==> src/rtl/spi_reg_ctrl_if.sv <==
// Byte-receiver side and register-bank side of the SPI command sequencer.
interface spi_reg_ctrl_if #(parameter int ADDR_W = 4);
  logic              cs_n;
  logic [7:0]        rx_data;
  logic              rx_stb;
  logic              rx_err;
  logic              wr_enable;
  logic              reg_we;
  logic [ADDR_W-1:0] reg_addr;
  logic [7:0]        reg_wdata;
  logic              busy;
  logic [7:0]        frame_cnt;
  logic [7:0]        err_cnt;

  modport slave (
    input  cs_n, rx_data, rx_stb, rx_err, wr_enable,
    output reg_we, reg_addr, reg_wdata, busy, frame_cnt, err_cnt
  );

  modport master (
    output cs_n, rx_data, rx_stb, rx_err, wr_enable,
    input  reg_we, reg_addr, reg_wdata, busy, frame_cnt, err_cnt
  );
endinterface

==> src/rtl/spi_reg_ctrl.sv <==
// Turns SPI frames (cmd, addr, data...) into auto-incrementing register writes.
// One-cycle latency from rx_stb to reg_we; accepts a byte every cycle, never stalls.
module spi_reg_ctrl #(
  parameter int         ADDR_W = 4,
  parameter logic [7:0] CMD_WR = 8'h57
) (
  input logic            sys_clk,
  input logic            sys_rst,
  spi_reg_ctrl_if.slave  bus
);

  typedef enum logic [2:0] {IDLE, CMD, ADDR, DATA, DISCARD} state_t;

  state_t            state, state_nxt, after_byte;
  logic [ADDR_W-1:0] ptr, ptr_nxt;
  logic [7:0]        wcnt, wcnt_nxt;
  logic              we_q, we_nxt;
  logic [ADDR_W-1:0] addr_q, addr_nxt;
  logic [7:0]        wdata_q, wdata_nxt;
  logic              busy_q;
  logic [7:0]        frame_q, err_q;
  logic              frame_inc, err_inc;

  always_comb begin
    state_nxt  = state;
    after_byte = state;
    ptr_nxt    = ptr;
    wcnt_nxt   = wcnt;
    we_nxt     = 1'b0;
    addr_nxt   = addr_q;
    wdata_nxt  = wdata_q;
    frame_inc  = 1'b0;
    err_inc    = 1'b0;

    case (state)
      IDLE: begin
        if (!bus.cs_n) begin
          state_nxt = CMD;
          wcnt_nxt  = 8'd0;
        end
      end
      CMD: begin
        if (bus.rx_err) begin
          state_nxt = DISCARD;
          err_inc   = 1'b1;
        end else if (bus.rx_stb) begin
          if (bus.rx_data == CMD_WR && bus.wr_enable) begin
            state_nxt = ADDR;
          end else begin
            state_nxt = DISCARD;
            err_inc   = 1'b1;
          end
        end
      end
      ADDR: begin
        if (bus.rx_err) begin
          state_nxt = DISCARD;
          err_inc   = 1'b1;
        end else if (bus.rx_stb) begin
          if ((bus.rx_data >> ADDR_W) == 8'd0) begin
            ptr_nxt   = bus.rx_data[ADDR_W-1:0];
            state_nxt = DATA;
          end else begin
            state_nxt = DISCARD;
            err_inc   = 1'b1;
          end
        end
      end
      DATA: begin
        if (bus.rx_err) begin
          state_nxt = DISCARD;
          err_inc   = 1'b1;
        end else if (bus.rx_stb) begin
          we_nxt    = 1'b1;
          addr_nxt  = ptr;
          wdata_nxt = bus.rx_data;
          ptr_nxt   = ptr + 1'b1;
          if (wcnt != 8'hFF) wcnt_nxt = wcnt + 8'd1;
        end
      end
      default: ;
    endcase

    // Frame end is classified on the state reached after any byte on this same edge.
    if (bus.cs_n && state != IDLE) begin
      after_byte = state_nxt;
      state_nxt  = IDLE;
      if (after_byte == DATA) begin
        if (wcnt_nxt != 8'd0) frame_inc = 1'b1;
        else                  err_inc   = 1'b1;
      end else if (after_byte == ADDR) begin
        err_inc = 1'b1;
      end
    end
  end

  always_ff @(posedge sys_clk) begin
    if (sys_rst) begin
      state   <= IDLE;
      ptr     <= '0;
      wcnt    <= 8'd0;
      we_q    <= 1'b0;
      addr_q  <= '0;
      wdata_q <= 8'd0;
      busy_q  <= 1'b0;
      frame_q <= 8'd0;
      err_q   <= 8'd0;
    end else begin
      state   <= state_nxt;
      ptr     <= ptr_nxt;
      wcnt    <= wcnt_nxt;
      we_q    <= we_nxt;
      addr_q  <= addr_nxt;
      wdata_q <= wdata_nxt;
      busy_q  <= (state_nxt != IDLE);
      if (frame_inc && frame_q != 8'hFF) frame_q <= frame_q + 8'd1;
      if (err_inc && err_q != 8'hFF)     err_q   <= err_q + 8'd1;
    end
  end

  assign bus.reg_we    = we_q;
  assign bus.reg_addr  = addr_q;
  assign bus.reg_wdata = wdata_q;
  assign bus.busy      = busy_q;
  assign bus.frame_cnt = frame_q;
  assign bus.err_cnt   = err_q;

endmodule

==> src/flat_wrapper.sv <==
// flat-port wrapper written by rule: the top's interface ports become plain ports
module spi_reg_ctrl_flat 
#(
  parameter int         ADDR_W = 4,
  parameter logic [7:0] CMD_WR = 8'h57
)
  (sys_clk, sys_rst, bus_cs_n, bus_rx_data, bus_rx_stb, bus_rx_err, bus_wr_enable, bus_reg_we, bus_reg_addr, bus_reg_wdata, bus_busy, bus_frame_cnt, bus_err_cnt);
  spi_reg_ctrl_if #(.ADDR_W(ADDR_W)) bus_i ();
  input logic sys_clk;
  input logic sys_rst;
  input wire logic [$bits(bus_i.cs_n)-1:0] bus_cs_n;
  input wire logic [$bits(bus_i.rx_data)-1:0] bus_rx_data;
  input wire logic [$bits(bus_i.rx_stb)-1:0] bus_rx_stb;
  input wire logic [$bits(bus_i.rx_err)-1:0] bus_rx_err;
  input wire logic [$bits(bus_i.wr_enable)-1:0] bus_wr_enable;
  output wire logic [$bits(bus_i.reg_we)-1:0] bus_reg_we;
  output wire logic [$bits(bus_i.reg_addr)-1:0] bus_reg_addr;
  output wire logic [$bits(bus_i.reg_wdata)-1:0] bus_reg_wdata;
  output wire logic [$bits(bus_i.busy)-1:0] bus_busy;
  output wire logic [$bits(bus_i.frame_cnt)-1:0] bus_frame_cnt;
  output wire logic [$bits(bus_i.err_cnt)-1:0] bus_err_cnt;
  assign bus_i.cs_n = bus_cs_n;
  assign bus_i.rx_data = bus_rx_data;
  assign bus_i.rx_stb = bus_rx_stb;
  assign bus_i.rx_err = bus_rx_err;
  assign bus_i.wr_enable = bus_wr_enable;
  assign bus_reg_we = bus_i.reg_we;
  assign bus_reg_addr = bus_i.reg_addr;
  assign bus_reg_wdata = bus_i.reg_wdata;
  assign bus_busy = bus_i.busy;
  assign bus_frame_cnt = bus_i.frame_cnt;
  assign bus_err_cnt = bus_i.err_cnt;
  spi_reg_ctrl #(.ADDR_W(ADDR_W), .CMD_WR(CMD_WR)) u_core (.sys_clk(sys_clk), .sys_rst(sys_rst), .bus(bus_i));
endmodule
==> config.mk <==
export PLATFORM = sky130hd
export DESIGN_NAME = spi_reg_ctrl_flat
export DESIGN_NICKNAME = d
export VERILOG_FILES = /design/src/rtl/spi_reg_ctrl_if.sv /design/src/rtl/spi_reg_ctrl.sv /design/src/flat_wrapper.sv
export SDC_FILE = /design/constraint.sdc
export NUM_CORES = 1
export LEC_CHECK = 0
export CORE_ASPECT_RATIO = 1.1
export CORE_MARGIN = 2
export CORE_UTILIZATION = 45
export DETAILED_ROUTE_END_ITERATION = 10
export PLACE_DENSITY = 0.7
export SLEW_MARGIN = 30
export SYNTH_ARGS = -nofsm -noshare
export SYNTH_HDL_FRONTEND = slang
export SYNTH_SLANG_ARGS = --single-unit
export TNS_END_PERCENT = 100
==> constraint.sdc <==
create_clock -name sys_clk -period 9 [get_ports sys_clk]
set_input_delay 2.25 -clock sys_clk [delete_from_list [all_inputs] [get_ports sys_clk]]
set_output_delay 2.25 -clock sys_clk [all_outputs]
set_load 0.01 [all_outputs]
==> impl_metrics.yaml, run 1 <==
synthesis:
  synth_common_cells: "nand2_1 (48), dfxtp_1 (45), nor2_1 (29)"
  ys_async_sr_fraction_pct: 0
  ys_warn_count: 0
  yosysTopAreaCell: "dfxtp_1"
  synth-xor-area-share_pct: 0.745
  synth.net_count: 306
  synth.most_common_cell: "nand2_1"
  synth-simple-area-share_pct: 32.5
  synth_top_family_by_area: "simple AND/OR/NAND/NOR gates"
  syn_area_sq_um: 2350
  synth_fa_ha_area_share_pct: 2.13
  yosysSeqAreaShare_pct: 38.3
  synth_area_leaders: "dfxtp_1 (38%), nand2_1 (7.7%), a21oi_1 (5.5%)"
  synth-compound-area-share_pct: 18.4
  synth_top_area_share_pct: 38.3
  synth_ff_type: "dfxtp_1"
  postSynthCellCount: 288
  synth_seq_cells: 45
  synthMuxAreaShare_pct: 3.73
  synth_edf_count: 0
  yosysUniqueCellTypes: 54
  syn_avg_cell_area_sq_um: 8.16
final_layout:
  drive_gt1_share_pct: 5.86
  area_delta_synth_final_pct: 21.9
  n_antenna_cell: 0
  utilization_pct: 56.9
  nets: 342
routing:
  drt_wl_total_mm: 5.44
  wl_per_cell_um: 14.2
  num_vias: 2219
  drtAntennaViolNets: 0
  first_pass_iters: 4
  drc: 0
  drt_iter0_drc: 126
  viasPerCell: 5.81
die:
  start_util_pct: 46.7
  die_x_um: 72.9
  die_h_um: 79.8
  dieArea_sq_um: 5820
  ioPinCount: 44
  core_region_area_sq_um: 5030
  rows: 27
power:
  power_density_nw_per_um2: 134
  ir_worst_vdd_mv: 0.0681
  p_leak_nw: 0.986
cts:
  clock-root-buffer: "clkbuf_8"
  clkTransAtPathRegs_ns: 0.08
  post_cts_buffers: 0
  cts_buffers: 5
  cts_tree: "built"
  htreeDepth: 2
  insertion_delay_ns: 0.30
  cts_buffer_depth: 2
  postCtsResizedCells: 0
  clkSinkCount: 45
  hold_buffers: 0
grt:
  track_usage_pct: 19.5
  grt_pass1_wl_mm: 9.05
  overflow: 0
  grt_max_degree: 48
  grt_pass1_vias: 2009
  antenna_found_initial: 0
hold_path:
  whs_path_depth: 2
  holdCritPathClass: "reg2reg"
  worstHoldStart: "u_core.bus.reg_addr[1]"
setup_path:
  worstRegToRegCells: 8
  cp_slowest_cell: "nor2_1"
  r2r_start: "u_core.state[1]"
  worstPathRequired_ns: 9.20
  cp_slowest_stage_delay_ns: 0.72
  path_max_fanout: 15
  path_cells: "clkdlybuf4s50_1 > nand2b_1 > nor2_1 > nand4b_1 > a32oi_2 > a41oi_1 > o21a_1 > nor4b_1 > mux2_1"
  crit_start: "bus_rx_stb"
  cp-end-kind: "register"
  critical_path_class: "in2reg"
  crit_path_start_kind: "input pin"
  crit_arrival_ns: 5.41
placement:
  place_congestion: 0.848
  hpwl_mm: 3.89
  portBuffers: 43
  dp_slack_ns: 3.49
sta:
  setup_ws_ns: 3.78
  finClkSkew_ns: 0.00979
  max_clock_freq_mhz: 192
  hold_viol_final: 0
  relSlewSlack_pct: 38.9
  setup_viol: 0
  setup_tns_ns: 0
  drv_slew: 0
  finalCritPeriodShare_pct: 58.0
  rsz0062_at_grt: "false"
  layout_min_cycle_time_ns: 5.22
  tightest_slew_ns: 0.913
flow_run:
  maxCapViolations: 0
outcome:
  status: "complete, no violations"
## path summary, 6_finish.rpt
| path | to | slack, ns |
|---|---|---|
| min reg2reg | u_core.bus.reg_addr[1] | 0.46 |
| min | u_core.bus.reg_addr[1] | 0.46 |
| max reg2reg | u_core.bus.err_cnt[5] | 5.57 |
| max | u_core.bus.err_cnt[5] | 3.78 |
## worst max-delay path: cells and delay by family
family,cells,cell delay [ns]
multiplexers,1,0.35
AO/OA/AOI/OAI,3,0.70
buffers and inverters,1,0.65
AND/OR/NAND/NOR,4,1.45
## stage by stage
| stage | hold WS (ns) | power, mW | area (sq um) | std cells |
|---|---|---|---|---|
| floorplan | 0.441 | 0.246 | 2350 | 288 |
| global placement | 0.444 | 0.259 | 2770 | 375 |
| detailed placement | 0.448 | 0.260 | 2780 | 375 |
| CTS | 0.459 | 0.387 | 2870 | 382 |
| global route | 0.479 | 0.400 | 2870 | 382 |
| finish | 0.456 | 0.384 | 2870 | 382 |
## state kept, by name (all words and copies together), names as in the netlist
name,cells
u_core.bus.reg_wdata,8
u_core.wcnt,8
u_core.state,3
u_core.bus.err_cnt,8
u_core.ptr,4
u_core.bus.reg_addr,4
u_core.bus.reg_we,1
u_core.bus.busy,1
u_core.bus.frame_cnt,8
## where the power goes
group	leakage, nW	internal, mW	switching [mW]
sequential	0.363	0.203	0.00678
clock	0.0433	0.0607	0.0683
combinational	0.580	0.0214	0.0243
total	0.986	0.285	0.0993
## per-layer routing
| metal | vias up | routed length, um | GRT usage [%] |
|---|---|---|---|
| met3 | 6 | 294 | 4.42 |
| met1 | 1039 | 2460 | 25.3 |
| met4 | 0 | 64 | 6.30 |
| li1 | 1123 | - | - |
| met5 | - | 0 | 0 |
| met2 | 51 | 2610 | 32.0 |
## area by class of cell
class                      instances  area, sq um
fill                             490         2170
timing repair buffer              44          438
inverter                           2         7.51
sequential                        45          901
clock inverter                     1         7.51
clock buffer                       6         82.6
multi-input combinational        226         1360
tap                               58         72.6
## placed cells by master, fill, tap and decap left out, drive strengths merged, types with 3 or more instances in the layout
cell | synthesis | final
nor2b | 9 | 9
nand3 | 12 | 12
nor3 | 5 | 5
nor2 | 29 | 29
mux2 | 6 | 6
and3 | 6 | 6
nor4 | 3 | 3
nand2b | 5 | 5
a22oi | 3 | 3
o31ai | 5 | 5
ha | 4 | 4
nand3b | 3 | 3
clkbuf | 6 | 6
and4b | 3 | 3
clkdlybuf4s50 | 0 | 43
dfxtp | 45 | 45
nand4 | 6 | 6
a21oi | 26 | 26
o21ai | 10 | 10
or4 | 4 | 4
or3 | 8 | 8
nand2 | 48 | 48
## cell families after synthesis
family / Yosys count
xor gates and xnor gates: 2
muxes: 8
buffers and inverters: 17
AOI/OAI and AO/OA: 64
adders and majority gates: 4
DFF: 45
and+or+nand+nor: 148
Note: power is estimated with default switching activity, not from simulation.
==> run 2: changes to the inputs <==
--- a/config.mk
+++ b/config.mk
@@ -9,7 +9,7 @@
 export CORE_MARGIN = 2
 export CORE_UTILIZATION = 45
 export DETAILED_ROUTE_END_ITERATION = 10
-export PLACE_DENSITY = 0.7
+export PLACE_DENSITY = 0.73
 export SLEW_MARGIN = 30
 export SYNTH_ARGS = -nofsm -noshare
 export SYNTH_HDL_FRONTEND = slang
==> constraint.sdc (replaced) <==
create_clock -name sys_clk -period 4.4 [get_ports sys_clk]
set_input_delay 1.1 -clock sys_clk [delete_from_list [all_inputs] [get_ports sys_clk]]
set_output_delay 1.1 -clock sys_clk [all_outputs]
set_load 0.01 [all_outputs]
==> run 2 against run 1 <==
- first-iteration DRC count shrank 10%
- non-clock buffer count grew 5
- total power grew 120%
- critical path depth is the same
- cell area grew 2.0%
- die area is the same
- sequential share of layout area shrank 0.62 points
- cell count grew 1.6%
- sequential power grew 100%
- routed wire length grew 2.3%
- largest cell class unchanged
==> impl_metrics.yaml, run 2 (synthesized netlist as in run 1, its figures left out) <==
outcome:
  status: "complete, no violations"
final_layout:
  n_antenna_cell: 0
  layout_commonest_cell: "nand2_1"
  nets: 347
  final_cell_mix: "nand2_1 (48), dfxtp_1 (45), clkdlybuf4s50_1 (43), nor2_1 (29), a21oi_1 (26)"
  area_delta_synth_final_pct: 24.4
  utilization_pct: 58.1
  drive_gt1_share_pct: 6.97
sta:
  layout_min_cycle_time_ns: 3.68
  rsz0062_at_grt: "false"
  max_clock_freq_mhz: 272
  drv_slew: 0
  setup_viol: 0
  tightest_slew_ns: 0.501
  finClkSkew_ns: 0.00609
  finalCritPeriodShare_pct: 83.6
  hold_viol_final: 0
  relSlewSlack_pct: 66.4
  setup_tns_ns: 0
cts:
  hold_buffers: 0
  htreeDepth: 2
  post_cts_buffers: 0
  clkSinkCount: 45
  insertion_delay_ns: 0.30
  clock-root-buffer: "clkbuf_8"
  cts_tree: "built"
  cts_buffer_depth: 2
  postCtsResizedCells: 0
  clkTransAtPathRegs_ns: 0.08
  cts_buffers: 5
setup_path:
  cp_slowest_cell: "clkdlybuf4s50_1"
  crit_path_start_kind: "input pin"
  crit_end: "u_core.bus.err_cnt[5]"
  worstRegToRegCells: 8
  path_max_fanout: 12
  worst-path-stages: 9
  cpLargestDelayFamily: "simple AND/OR/NAND/NOR gates"
  critPathBufInv: 1
  path_cells: "clkdlybuf4s50_1 > and4b_1 > nand3_1 > or3_1 > a31oi_2 > a41oi_1 > o21a_1 > nor4b_1 > mux2_1"
  critical_path_class: "in2reg"
  cp_slowest_stage_delay_ns: 0.47
  worstPathRequired_ns: 4.59
  cp-end-kind: "register"
  regToRegEndpoint: "u_core.bus.err_cnt[5]"
  ff2ff_setup_slack_ns: 1.26
  crit_arrival_ns: 3.87
  r2r_start: "u_core.state[1]"
  crit_start: "bus_rx_err"
die:
  ioPinCount: 44
  start_util_pct: 46.7
  die_x_um: 72.9
  core_region_area_sq_um: 5030
  dieArea_sq_um: 5820
  die_h_um: 79.8
  rows: 27
routing:
  viasPerCell: 5.81
  num_vias: 2254
  drtAntennaViolNets: 0
  drt_iter0_drc: 113
  drt_wl_total_mm: 5.56
  drc: 0
  first_pass_iters: 4
  wl_per_cell_um: 14.3
power:
  switching_share_pct: 23.7
  switchingPower_mw: 0.200
  share_seq_of_total_power_pct: 50.7
  power_mw: 0.845
  ir_worst_vdd_mv: 0.152
  p_int_mw: 0.645
  power_density_nw_per_um2: 289
  p_clk_share_pct: 38.1
  p_leak_nw: 1.03
  p_comb_share_pct: 11.2
placement:
  place_congestion: 0.909
  hpwl_mm: 4.04
  portBuffers: 43
grt:
  track_usage_pct: 20.1
  grt_max_degree: 46
  grt_pass1_wl_mm: 9.22
  overflow: 0
  antenna_found_initial: 0
  grt_pass1_vias: 2063
hold_path:
  holdCritPathClass: "reg2reg"
flow_run:
  maxCapViolations: 0
-- run 2: power by group through the flow --
stage	Clock [mW]	Combinational (mW)	Sequential (mW)
6_report	0.322	0.0950	0.428
5_1_grt	0.344	0.103	0.430
4_1_cts	0.329	0.0952	0.428
3_5_place_dp	0	0.0948	0.438
3_3_place_gp	0	0.0946	0.437
2_1_floorplan	0	0.0712	0.432
-- run 2: through the flow --
step | cells | area (sq um) | hold slack, ns | worst slack, ns
2_1_floorplan | 288 | 2350 | 0.441 | 1.06
3_3_place_gp | 380 | 2810 | 0.441 | 0.469
3_5_place_dp | 380 | 2810 | 0.446 | 0.398
4_1_cts | 388 | 2920 | 0.459 | 0.699
5_1_grt | 388 | 2920 | 0.471 | 0.561
6_report | 388 | 2920 | 0.455 | 0.720
-- run 2: per-layer routing --
| metal | track usage [%] | vias up | share of wire (%) |
|---|---|---|---|
| met3 | 3.16 | 15 | 4.0 |
| met4 | 9.07 | 0 | 2.5 |
| met2 | 34.6 | 50 | 50 |
| li1 | - | 1129 | - |
| met1 | 24.2 | 1060 | 43 |
| met5 | 0 | - | 0 |
-- run 2: worst min path at each step --
stage | slack (ns) | cells past startpoint | from | endpoint
floorplan | 0.44 | 2 | u_core.ptr[3] | u_core.bus.reg_addr[3]
global placement | 0.44 | 2 | u_core.bus.reg_wdata[5] | u_core.bus.reg_wdata[5]
detailed placement | 0.45 | 2 | u_core.bus.reg_addr[1] | u_core.bus.reg_addr[1]
CTS | 0.46 | 2 | u_core.bus.reg_wdata[7] | u_core.bus.reg_wdata[7]
global route | 0.47 | 2 | u_core.bus.reg_addr[2] | u_core.bus.reg_addr[2]
finish | 0.45 | 2 | u_core.bus.reg_wdata[0] | u_core.bus.reg_wdata[0]
-- run 2: layout make-up --
type,instances,area [sq um]
fill,458,2110
multi-input combinational,226,1350
sequential,45,901
timing repair buffer,49,475
clock buffer,7,86.3
tap,58,72.6
clock inverter,1,30.0
inverter,2,7.51
-- run 2: worst reg2reg max path: cells and delay by family (launching register included) --
| family | cells | cell delay [ns] |
|---|---|---|
| simple gates | 4 | 1.39 |
| compound gates | 3 | 0.70 |
| flops | 1 | 0.59 |
| mux | 1 | 0.35 |
